<file path="src/rtl/trigger_event_reader_if.sv">
// Handshake bundle for trigger_event_reader.
// Groups the event FIFO read port, the framed 32-bit output stream and
// the status counters.
interface trigger_event_reader_if;
  logic        enable;
  logic        fifo_empty;
  logic [17:0] fifo_q;
  logic        fifo_re;
  logic [31:0] out_data;
  logic        out_valid;
  logic        out_last;
  logic        out_ready;
  logic [15:0] event_count;
  logic [7:0]  error_count;

  modport master (
    input  enable, fifo_empty, fifo_q, out_ready,
    output fifo_re, out_data, out_valid, out_last, event_count, error_count
  );

  modport slave (
    output enable, fifo_empty, fifo_q, out_ready,
    input  fifo_re, out_data, out_valid, out_last, event_count, error_count
  );
endinterface

</file>
<file path="src/rtl/trigger_event_reader.sv">
// trigger_event_reader: drains the 18-bit tagged event FIFO and emits framed
// 32-bit words (header W0/W1, packed sample pairs, trailer with sample count).
// Optional feature macro: TRIGGER_READER_TIMESTAMP_EN adds a free-running
// cycle counter whose value at header capture is sent as a third preamble word.
module trigger_event_reader #(
  parameter int unsigned MAX_EVENT_WORDS = 4096
) (
  input  logic                          clk_i,
  input  logic                          rst_i,
  trigger_event_reader_if.master        bus
);

  typedef enum logic [2:0] {
    IDLE, FETCH, CAPTURE, SEND, DRAIN_FETCH, DRAIN_CAPTURE
  } state_t;

  localparam logic [1:0]  TAG_SMP = 2'b00;
  localparam logic [1:0]  TAG_HDR = 2'b10;
  localparam logic [1:0]  TAG_TRL = 2'b11;
  localparam logic [15:0] MAX_W   = MAX_EVENT_WORDS[15:0];

  // Pending output word flags, emitted lowest index first.
  localparam int unsigned W_PAD  = 0;
  localparam int unsigned W_TRL  = 1;
  localparam int unsigned W_H0   = 2;
  localparam int unsigned W_H1   = 3;
  localparam int unsigned W_TS   = 4;
  localparam int unsigned W_PAIR = 5;

  state_t      state_q, state_d;
  logic        fifo_re_q, fifo_re_d;
  logic [31:0] out_data_q, out_data_d;
  logic        out_valid_q, out_valid_d;
  logic        out_last_q, out_last_d;
  logic [15:0] event_count_q, event_count_d;
  logic [7:0]  error_count_q, error_count_d;
  logic        in_event_q, in_event_d;
  logic        drain_q, drain_d;
  logic [15:0] sample_count_q, sample_count_d;
  logic        half_q, half_d;
  logic [15:0] low_q, low_d;
  logic [15:0] hi_q, hi_d;
  logic [15:0] hdr_q, hdr_d;
  logic [15:0] trl_hi_q, trl_hi_d;
  logic [15:0] trl_cnt_q, trl_cnt_d;
  logic [5:0]  pend_q, pend_d;
`ifdef TRIGGER_READER_TIMESTAMP_EN
  logic [31:0] cycle_q;
  logic [31:0] ts_q, ts_d;
`endif

  logic        xfer;
  logic        load;
  logic        err_inc;
  logic [1:0]  tag;
  logic [15:0] pay;

  assign xfer = out_valid_q & bus.out_ready;
  assign tag  = bus.fifo_q[17:16];
  assign pay  = bus.fifo_q[15:0];

  // Next-state, frame building and output word selection.
  always_comb begin
    state_d        = state_q;
    out_data_d     = out_data_q;
    out_valid_d    = out_valid_q;
    out_last_d     = out_last_q;
    event_count_d  = event_count_q;
    in_event_d     = in_event_q;
    drain_d        = drain_q;
    sample_count_d = sample_count_q;
    half_d         = half_q;
    low_d          = low_q;
    hi_d           = hi_q;
    hdr_d          = hdr_q;
    trl_hi_d       = trl_hi_q;
    trl_cnt_d      = trl_cnt_q;
    pend_d         = pend_q;
`ifdef TRIGGER_READER_TIMESTAMP_EN
    ts_d           = ts_q;
`endif
    load           = 1'b0;
    err_inc        = 1'b0;

    if (xfer && out_last_q) event_count_d = event_count_q + 16'd1;

    case (state_q)
      IDLE: begin
        if (drain_q) begin
          if (!bus.fifo_empty) state_d = DRAIN_FETCH;
        end else if ((bus.enable || in_event_q) && !bus.fifo_empty) begin
          state_d = FETCH;
        end
      end

      FETCH:       state_d = CAPTURE;
      DRAIN_FETCH: state_d = DRAIN_CAPTURE;

      DRAIN_CAPTURE: begin
        if (tag == TAG_TRL) begin
          drain_d = 1'b0;
          state_d = IDLE;
        end else if (!bus.fifo_empty) begin
          state_d = DRAIN_FETCH;
        end else begin
          state_d = IDLE;
        end
      end

      CAPTURE: begin
        state_d = SEND;
        load    = 1'b1;
        if (!in_event_q) begin
          if (tag == TAG_HDR) begin
            hdr_d          = pay;
            sample_count_d = '0;
            half_d         = 1'b0;
            in_event_d     = 1'b1;
            pend_d[W_H0]   = 1'b1;
            pend_d[W_H1]   = 1'b1;
`ifdef TRIGGER_READER_TIMESTAMP_EN
            pend_d[W_TS]   = 1'b1;
            ts_d           = cycle_q;
`endif
          end else begin
            err_inc = 1'b1;
            load    = 1'b0;
            state_d = IDLE;
          end
        end else begin
          case (tag)
            TAG_HDR: begin
              // Close the open frame (pad + truncated trailer, old count is
              // frozen into trl_cnt), then open the new one.
              pend_d[W_PAD]  = half_q;
              pend_d[W_TRL]  = 1'b1;
              trl_hi_d       = 16'hEEFE;
              trl_cnt_d      = sample_count_q;
              err_inc        = 1'b1;
              hdr_d          = pay;
              sample_count_d = '0;
              half_d         = 1'b0;
              pend_d[W_H0]   = 1'b1;
              pend_d[W_H1]   = 1'b1;
`ifdef TRIGGER_READER_TIMESTAMP_EN
              pend_d[W_TS]   = 1'b1;
              ts_d           = cycle_q;
`endif
            end
            TAG_SMP: begin
              if (sample_count_q >= MAX_W) begin
                pend_d[W_PAD] = half_q;
                pend_d[W_TRL] = 1'b1;
                trl_hi_d      = 16'hEEFE;
                trl_cnt_d     = sample_count_q;
                half_d        = 1'b0;
                err_inc       = 1'b1;
                in_event_d    = 1'b0;
                drain_d       = 1'b1;
              end else begin
                sample_count_d = sample_count_q + 16'd1;
                if (half_q) begin
                  hi_d           = pay;
                  half_d         = 1'b0;
                  pend_d[W_PAIR] = 1'b1;
                end else begin
                  low_d  = pay;
                  half_d = 1'b1;
                end
              end
            end
            TAG_TRL: begin
              pend_d[W_PAD] = half_q;
              pend_d[W_TRL] = 1'b1;
              trl_hi_d      = 16'hEEFF;
              trl_cnt_d     = sample_count_q;
              half_d        = 1'b0;
              in_event_d    = 1'b0;
            end
            default: err_inc = 1'b1;
          endcase
        end
      end

      SEND: begin
        if (!out_valid_q || xfer) begin
          load = 1'b1;
          if (pend_q == '0) begin
            if (drain_q) begin
              state_d = bus.fifo_empty ? IDLE : DRAIN_FETCH;
            end else if ((bus.enable || in_event_q) && !bus.fifo_empty) begin
              state_d = FETCH;
            end else begin
              state_d = IDLE;
            end
          end
        end
      end

      default: state_d = IDLE;
    endcase

    // Present the highest-priority pending word; drop valid if none remain.
    if (load) begin
      out_valid_d = 1'b1;
      out_last_d  = 1'b0;
      if (pend_d[W_PAD]) begin
        out_data_d    = {16'h0000, low_d};
        pend_d[W_PAD] = 1'b0;
      end else if (pend_d[W_TRL]) begin
        out_data_d    = {trl_hi_d, trl_cnt_d};
        out_last_d    = 1'b1;
        pend_d[W_TRL] = 1'b0;
      end else if (pend_d[W_H0]) begin
        out_data_d   = {16'hEE01, event_count_d};
        pend_d[W_H0] = 1'b0;
      end else if (pend_d[W_H1]) begin
        out_data_d   = {16'h0000, hdr_d};
        pend_d[W_H1] = 1'b0;
`ifdef TRIGGER_READER_TIMESTAMP_EN
      end else if (pend_d[W_TS]) begin
        out_data_d   = ts_d;
        pend_d[W_TS] = 1'b0;
`endif
      end else if (pend_d[W_PAIR]) begin
        out_data_d     = {hi_d, low_d};
        pend_d[W_PAIR] = 1'b0;
      end else begin
        out_valid_d = 1'b0;
      end
    end

    error_count_d = (err_inc && (error_count_q != 8'hFF)) ? error_count_q + 8'd1
                                                          : error_count_q;
    fifo_re_d     = (state_d == FETCH) || (state_d == DRAIN_FETCH);
  end

  // State and datapath registers.
  always_ff @(posedge clk_i or posedge rst_i) begin
    if (rst_i) begin
      state_q        <= IDLE;
      fifo_re_q      <= 1'b0;
      out_data_q     <= '0;
      out_valid_q    <= 1'b0;
      out_last_q     <= 1'b0;
      event_count_q  <= '0;
      error_count_q  <= '0;
      in_event_q     <= 1'b0;
      drain_q        <= 1'b0;
      sample_count_q <= '0;
      half_q         <= 1'b0;
      low_q          <= '0;
      hi_q           <= '0;
      hdr_q          <= '0;
      trl_hi_q       <= '0;
      trl_cnt_q      <= '0;
      pend_q         <= '0;
    end else begin
      state_q        <= state_d;
      fifo_re_q      <= fifo_re_d;
      out_data_q     <= out_data_d;
      out_valid_q    <= out_valid_d;
      out_last_q     <= out_last_d;
      event_count_q  <= event_count_d;
      error_count_q  <= error_count_d;
      in_event_q     <= in_event_d;
      drain_q        <= drain_d;
      sample_count_q <= sample_count_d;
      half_q         <= half_d;
      low_q          <= low_d;
      hi_q           <= hi_d;
      hdr_q          <= hdr_d;
      trl_hi_q       <= trl_hi_d;
      trl_cnt_q      <= trl_cnt_d;
      pend_q         <= pend_d;
    end
  end

`ifdef TRIGGER_READER_TIMESTAMP_EN
  // Free-running cycle counter and header-time snapshot.
  always_ff @(posedge clk_i or posedge rst_i) begin
    if (rst_i) begin
      cycle_q <= '0;
      ts_q    <= '0;
    end else begin
      cycle_q <= cycle_q + 32'd1;
      ts_q    <= ts_d;
    end
  end
`endif

  assign bus.fifo_re     = fifo_re_q;
  assign bus.out_data    = out_data_q;
  assign bus.out_valid   = out_valid_q;
  assign bus.out_last    = out_last_q;
  assign bus.event_count = event_count_q;
  assign bus.error_count = error_count_q;

endmodule
</file>
<file path="src/flat_wrapper.sv">
// flat-port wrapper written by rule: the top's interface ports become plain ports
module trigger_event_reader_flat 
#(
  parameter int unsigned MAX_EVENT_WORDS = 4096
)
  (clk_i, rst_i, bus_enable, bus_fifo_empty, bus_fifo_q, bus_out_ready, bus_fifo_re, bus_out_data, bus_out_valid, bus_out_last, bus_event_count, bus_error_count);
  trigger_event_reader_if bus_i ();
  input  logic clk_i;
  input  logic rst_i;
  input wire logic [$bits(bus_i.enable)-1:0] bus_enable;
  input wire logic [$bits(bus_i.fifo_empty)-1:0] bus_fifo_empty;
  input wire logic [$bits(bus_i.fifo_q)-1:0] bus_fifo_q;
  input wire logic [$bits(bus_i.out_ready)-1:0] bus_out_ready;
  output wire logic [$bits(bus_i.fifo_re)-1:0] bus_fifo_re;
  output wire logic [$bits(bus_i.out_data)-1:0] bus_out_data;
  output wire logic [$bits(bus_i.out_valid)-1:0] bus_out_valid;
  output wire logic [$bits(bus_i.out_last)-1:0] bus_out_last;
  output wire logic [$bits(bus_i.event_count)-1:0] bus_event_count;
  output wire logic [$bits(bus_i.error_count)-1:0] bus_error_count;
  assign bus_i.enable = bus_enable;
  assign bus_i.fifo_empty = bus_fifo_empty;
  assign bus_i.fifo_q = bus_fifo_q;
  assign bus_i.out_ready = bus_out_ready;
  assign bus_fifo_re = bus_i.fifo_re;
  assign bus_out_data = bus_i.out_data;
  assign bus_out_valid = bus_i.out_valid;
  assign bus_out_last = bus_i.out_last;
  assign bus_event_count = bus_i.event_count;
  assign bus_error_count = bus_i.error_count;
  trigger_event_reader #(.MAX_EVENT_WORDS(MAX_EVENT_WORDS)) u_core (.clk_i(clk_i), .rst_i(rst_i), .bus(bus_i));
endmodule
</file>
<file path="config.mk">
export PLATFORM = sky130hd
export DESIGN_NAME = trigger_event_reader_flat
export DESIGN_NICKNAME = d
export VERILOG_FILES = /design/src/rtl/trigger_event_reader_if.sv /design/src/rtl/trigger_event_reader.sv /design/src/flat_wrapper.sv
export SDC_FILE = /design/constraint.sdc
export NUM_CORES = 1
export LEC_CHECK = 0
export ABC_AREA = 0
export BUFFER_PORTS_ARGS = -buffer_cell sky130_fd_sc_hd__buf_2
export CAP_MARGIN = 20
export CORE_MARGIN = 8
export CORE_UTILIZATION = 42
export DETAILED_ROUTE_END_ITERATION = 12
export HOLD_SLACK_MARGIN = 0.08
export PLACE_DENSITY_LB_ADDON = 0.15
export SLEW_MARGIN = 20
export SYNTH_ARGS = -nofsm -noshare
export SYNTH_HDL_FRONTEND = slang
export SYNTH_SLANG_ARGS = --single-unit
</file>
<file path="constraint.sdc">
create_clock -name clk_i -period 5.9 [get_ports clk_i]
set_input_delay 0.295 -clock clk_i [delete_from_list [all_inputs] [get_ports clk_i]]
set_output_delay 0.295 -clock clk_i [all_outputs]
set_load 0.005 [all_outputs]
</file>
==> flow_metrics.py <==
metrics = {
    "outcome": {
        "run_status": "complete, no violations",
    },
    "sta": {
        "slew_headroom_pct": 27.00,
        "fin_hold_ws_ns": 0.09963,
        "setup_tns_ns": 0,
        "min_period_over_period_pct": 58.07,
        "unrepaired_setup_endpoints_after_global_routing": "false",
        "timing_max_transition_violations_final": 0,
        "post-route-min-period_ns": 3.426,
        "achievable-frequency_mhz": 291.9,
        "worst_pin_slew_ns": 1.088,
        "setup_viol_count_final": 0,
        "clock-skew-final_ns": 0.008295,
        "finalHoldViolCount": 0,
    },
    "synth": {
        "synth_edf_count": 0,
        "yosysSeqAreaShare_pct": 53.56,
        "synth.lib_cells_used.distinct": 70,
        "post_synth_main_area_contributors": "dfrtp_1 54%, nand2_1 5.5%, mux2_2 4.4%",
        "cell_types_with_the_highest_counts_after_synthesis": "166 x dfrtp_1, 114 x nand2_1, 49 x nor2_1",
        "async_reset_ff_share_pct": 100.0,
        "ys_ff_latch": 166,
        "synth_area_per_cell_um2": 10.27,
        "yosys.area.top_type": "dfrtp_1",
        "synth.net_count": 782,
        "synth_most_common_cell": "dfrtp_1",
        "synth-main-ff-cell": "dfrtp_1",
        "postSynthCellCount": 755,
        "yosysTopAreaCellShare_pct": 53.56,
        "synth-warning-count": 0,
        "netlist_area_before_placement_um2": 7756,
    },
    "global_routing": {
        "antenna_found_initial": 0,
        "gr-total-overflow": 0,
        "gr-usage-all-layers_pct": 19.21,
        "global_route_wire_length_before_repair_mm": 35.27,
        "maximum_number_of_pins_on_one_net_before_global_route_repair": 70,
        "grt_pass1_vias": 6096,
    },
    "cells_and_area": {
        "final_cell_area_um2": 9020,
        "finish.net_count": 855,
        "layout-drive-gt1-share_pct": 20.69,
        "area_delta_synth_final_pct": 16.29,
        "antenna-diode-count": 0,
    },
    "power": {
        "power.leakage_uw": 0.004180,
        "maximum_vdd_ir_drop_v": 0.0002912,
        "cellPowerDensity_nw_per_um2": 523.2,
        "power_uw": 4719,
    },
    "worst_hold_path": {
        "worstHoldPathType": "input pin to flip-flop",
        "hold_start": "bus_fifo_q[10]",
    },
    "floorplanning": {
        "coreArea_um2": 18020,
        "chipWidth_um": 151.9,
        "std_cell_rows": 49,
        "die_height_um": 151.9,
        "start_util_pct": 43.03,
        "die-area_um2": 23070,
        "io_pins": 82,
    },
    "critical_path": {
        "worst_path_max_delay_cell": "and2_0",
        "path_max_fanout": 14,
        "cp_data_required_time_ns": 6.27,
        "critical_path_buf_inv_count": 0,
        "cp_cell_sequence": "or4_4 -> o211ai_4 -> mux2_2 -> nor2_1 -> and2_0 -> a22o_1",
        "timing.setup.critical_path_class": "flip-flop to flip-flop",
        "critical-path-top-delay-family": "simple AND/OR/NAND/NOR gates",
        "critical_r2r_launch": "u_core.sample_count_q[15]",
        "critical_path.startpoint_type": "flip-flop",
        "crit_arrival_ns": 3.80,
        "cp-startpoint": "u_core.sample_count_q[15]",
        "critical_path.endpoint_type": "flip-flop",
        "slowest_stage_delay_on_critical_path_ns": 0.66,
    },
    "cts": {
        "htree_levels": 4,
        "cts_sinks": 166,
        "cts.repair.resized": 0,
        "clkLatencyLatePin_ns": 0.43,
        "post_cts_buffers": 0,
        "cts.clk_slew.worst_paths_ns": 0.07,
        "cts_hold_buf": 2,
        "ctsRootBufferMaster": "clkbuf_16",
        "cts_tree": "yes",
        "ctsLongestPathBuffers": 2,
        "cts_buffers": 17,
    },
    "route": {
        "ant_nets": 0,
        "number_of_vias_in_the_routed_layout": 6170,
        "avgRoutedWirePerCell_um": 20.74,
        "wirelength_mm": 22.19,
        "drt-pass1-iter-count": 5,
        "first_iter_violations": 529,
        "post-route-drc-count": 0,
        "drt-vias-per-instance": 5.766,
    },
    "placement": {
        "placed_cell_area_um2": 8384,
        "dpl.hpwl_mm": 15.78,
        "io_buffer_count": 81,
        "finalWeightedCongestion": 0.8649,
    },
    "job": {
        "max_cap_violations": 0,
    },
}
==> state kept, by name (all words and copies together) (netlist names), 16 cells and up <==
name	cells
u_core.bus.event_count	16
u_core.bus.out_data	32
u_core.hdr_q	16
u_core.hi_q	16
u_core.low_q	16
u_core.sample_count_q	16
u_core.trl_cnt_q	16
u_core.trl_hi_q	16
==> layer usage <==
layer | global-route usage (%) | part of all wire (%)
met4 | 8.157 | 2.5
met5 | 0 | 0
met1 | 25.77 | 46
met3 | 3.951 | 4.6
met2 | 29.60 | 47
==> layout make-up <==
type,count,area (um^2)
fillers,1647,9005
flip-flops and latches,166,4154
multi-input cells,526,3368
repair buffers,95,519.2
clock buffers,19,442.9
well taps,229,286.5
clock inverters,13,161.4
inverters,22,87.58
==> power breakdown <==
group | internal (uW) | switching [uW] | total, uW
registers | 1490 | 273 | 1760
clock network | 650 | 497 | 1150
logic | 722 | 1090 | 1810
==> worst paths after layout <==
path | depth (start not counted) | slack [ns] | to
setup reg to reg | 6 | 2.47 | u_core.bus.out_data[18]
min in group asynchronous | 3 | 0.42 | u_core.bus.event_count[2]
hold / removal | 3 | 0.1 | u_core.hdr_q[10]
max in group asynchronous | 4 | 4.26 | u_core.bus.out_data[11]
hold reg to reg | 1 | 0.46 | u_core.trl_hi_q[10]
setup / recovery | 6 | 2.47 | u_core.bus.out_data[18]
==> stage by stage <==
stage | worst slack, ns | instances | util, %
2_1_floorplan | 1.115 | 755 | -
3_3_place_gp | 2.415 | 1035 | 46.45
3_5_place_dp | 2.325 | 1036 | 46.52
4_1_cts | 2.326 | 1070 | 49.98
5_1_grt | 2.324 | 1070 | 50.04
6_report | 2.474 | 1070 | 50.04
==> placed cells by master, fill, tap and decap left out, types with 4 or more instances in the layout <==
master       n
a211oi_1     4
a21oi_1     38
a221o_1      9
a22o_1      19
a31oi_1      9
and2_1       6
and3_1       8
buf_2       81
buf_4       11
clkbuf_16   17
dfrtp_1    166
ha_1         4
inv_1       20
inv_6        5
mux2_2      30
mux2i_1      9
nand2_1    114
nand2b_1    22
nand3_1     13
nand4_1     13
nor2_1      48
nor3_1      12
nor3b_1      4
nor4_1       8
o21ai_0     37
o221ai_1     7
o31ai_1     12
or2_2        4
or3_1        4
xnor2_1     18
xor2_1       9
==> kinds of logic (layout without fill, tap and decap cells) <==
family	Yosys count	in the layout	share of synthesized area [%]
compound gates	182	182	16.47
xor+xnor	27	27	3.049
fa+ha+maj	4	4	0.6453
buf+inv	63	149	3.355
flops	166	166	53.56
mux	40	40	5.711
simple gates	273	273	17.21
==> worst register-to-register path, stage by stage, from the launching register on <==
cell,delay (ns)
dfrtp_1,0.44
or4_4,0.61
o211ai_4,0.49
mux2_2,0.57
nor2_1,0.36
and2_0,0.66
a22o_1,0.24
(Power assumes the default switching activity.)
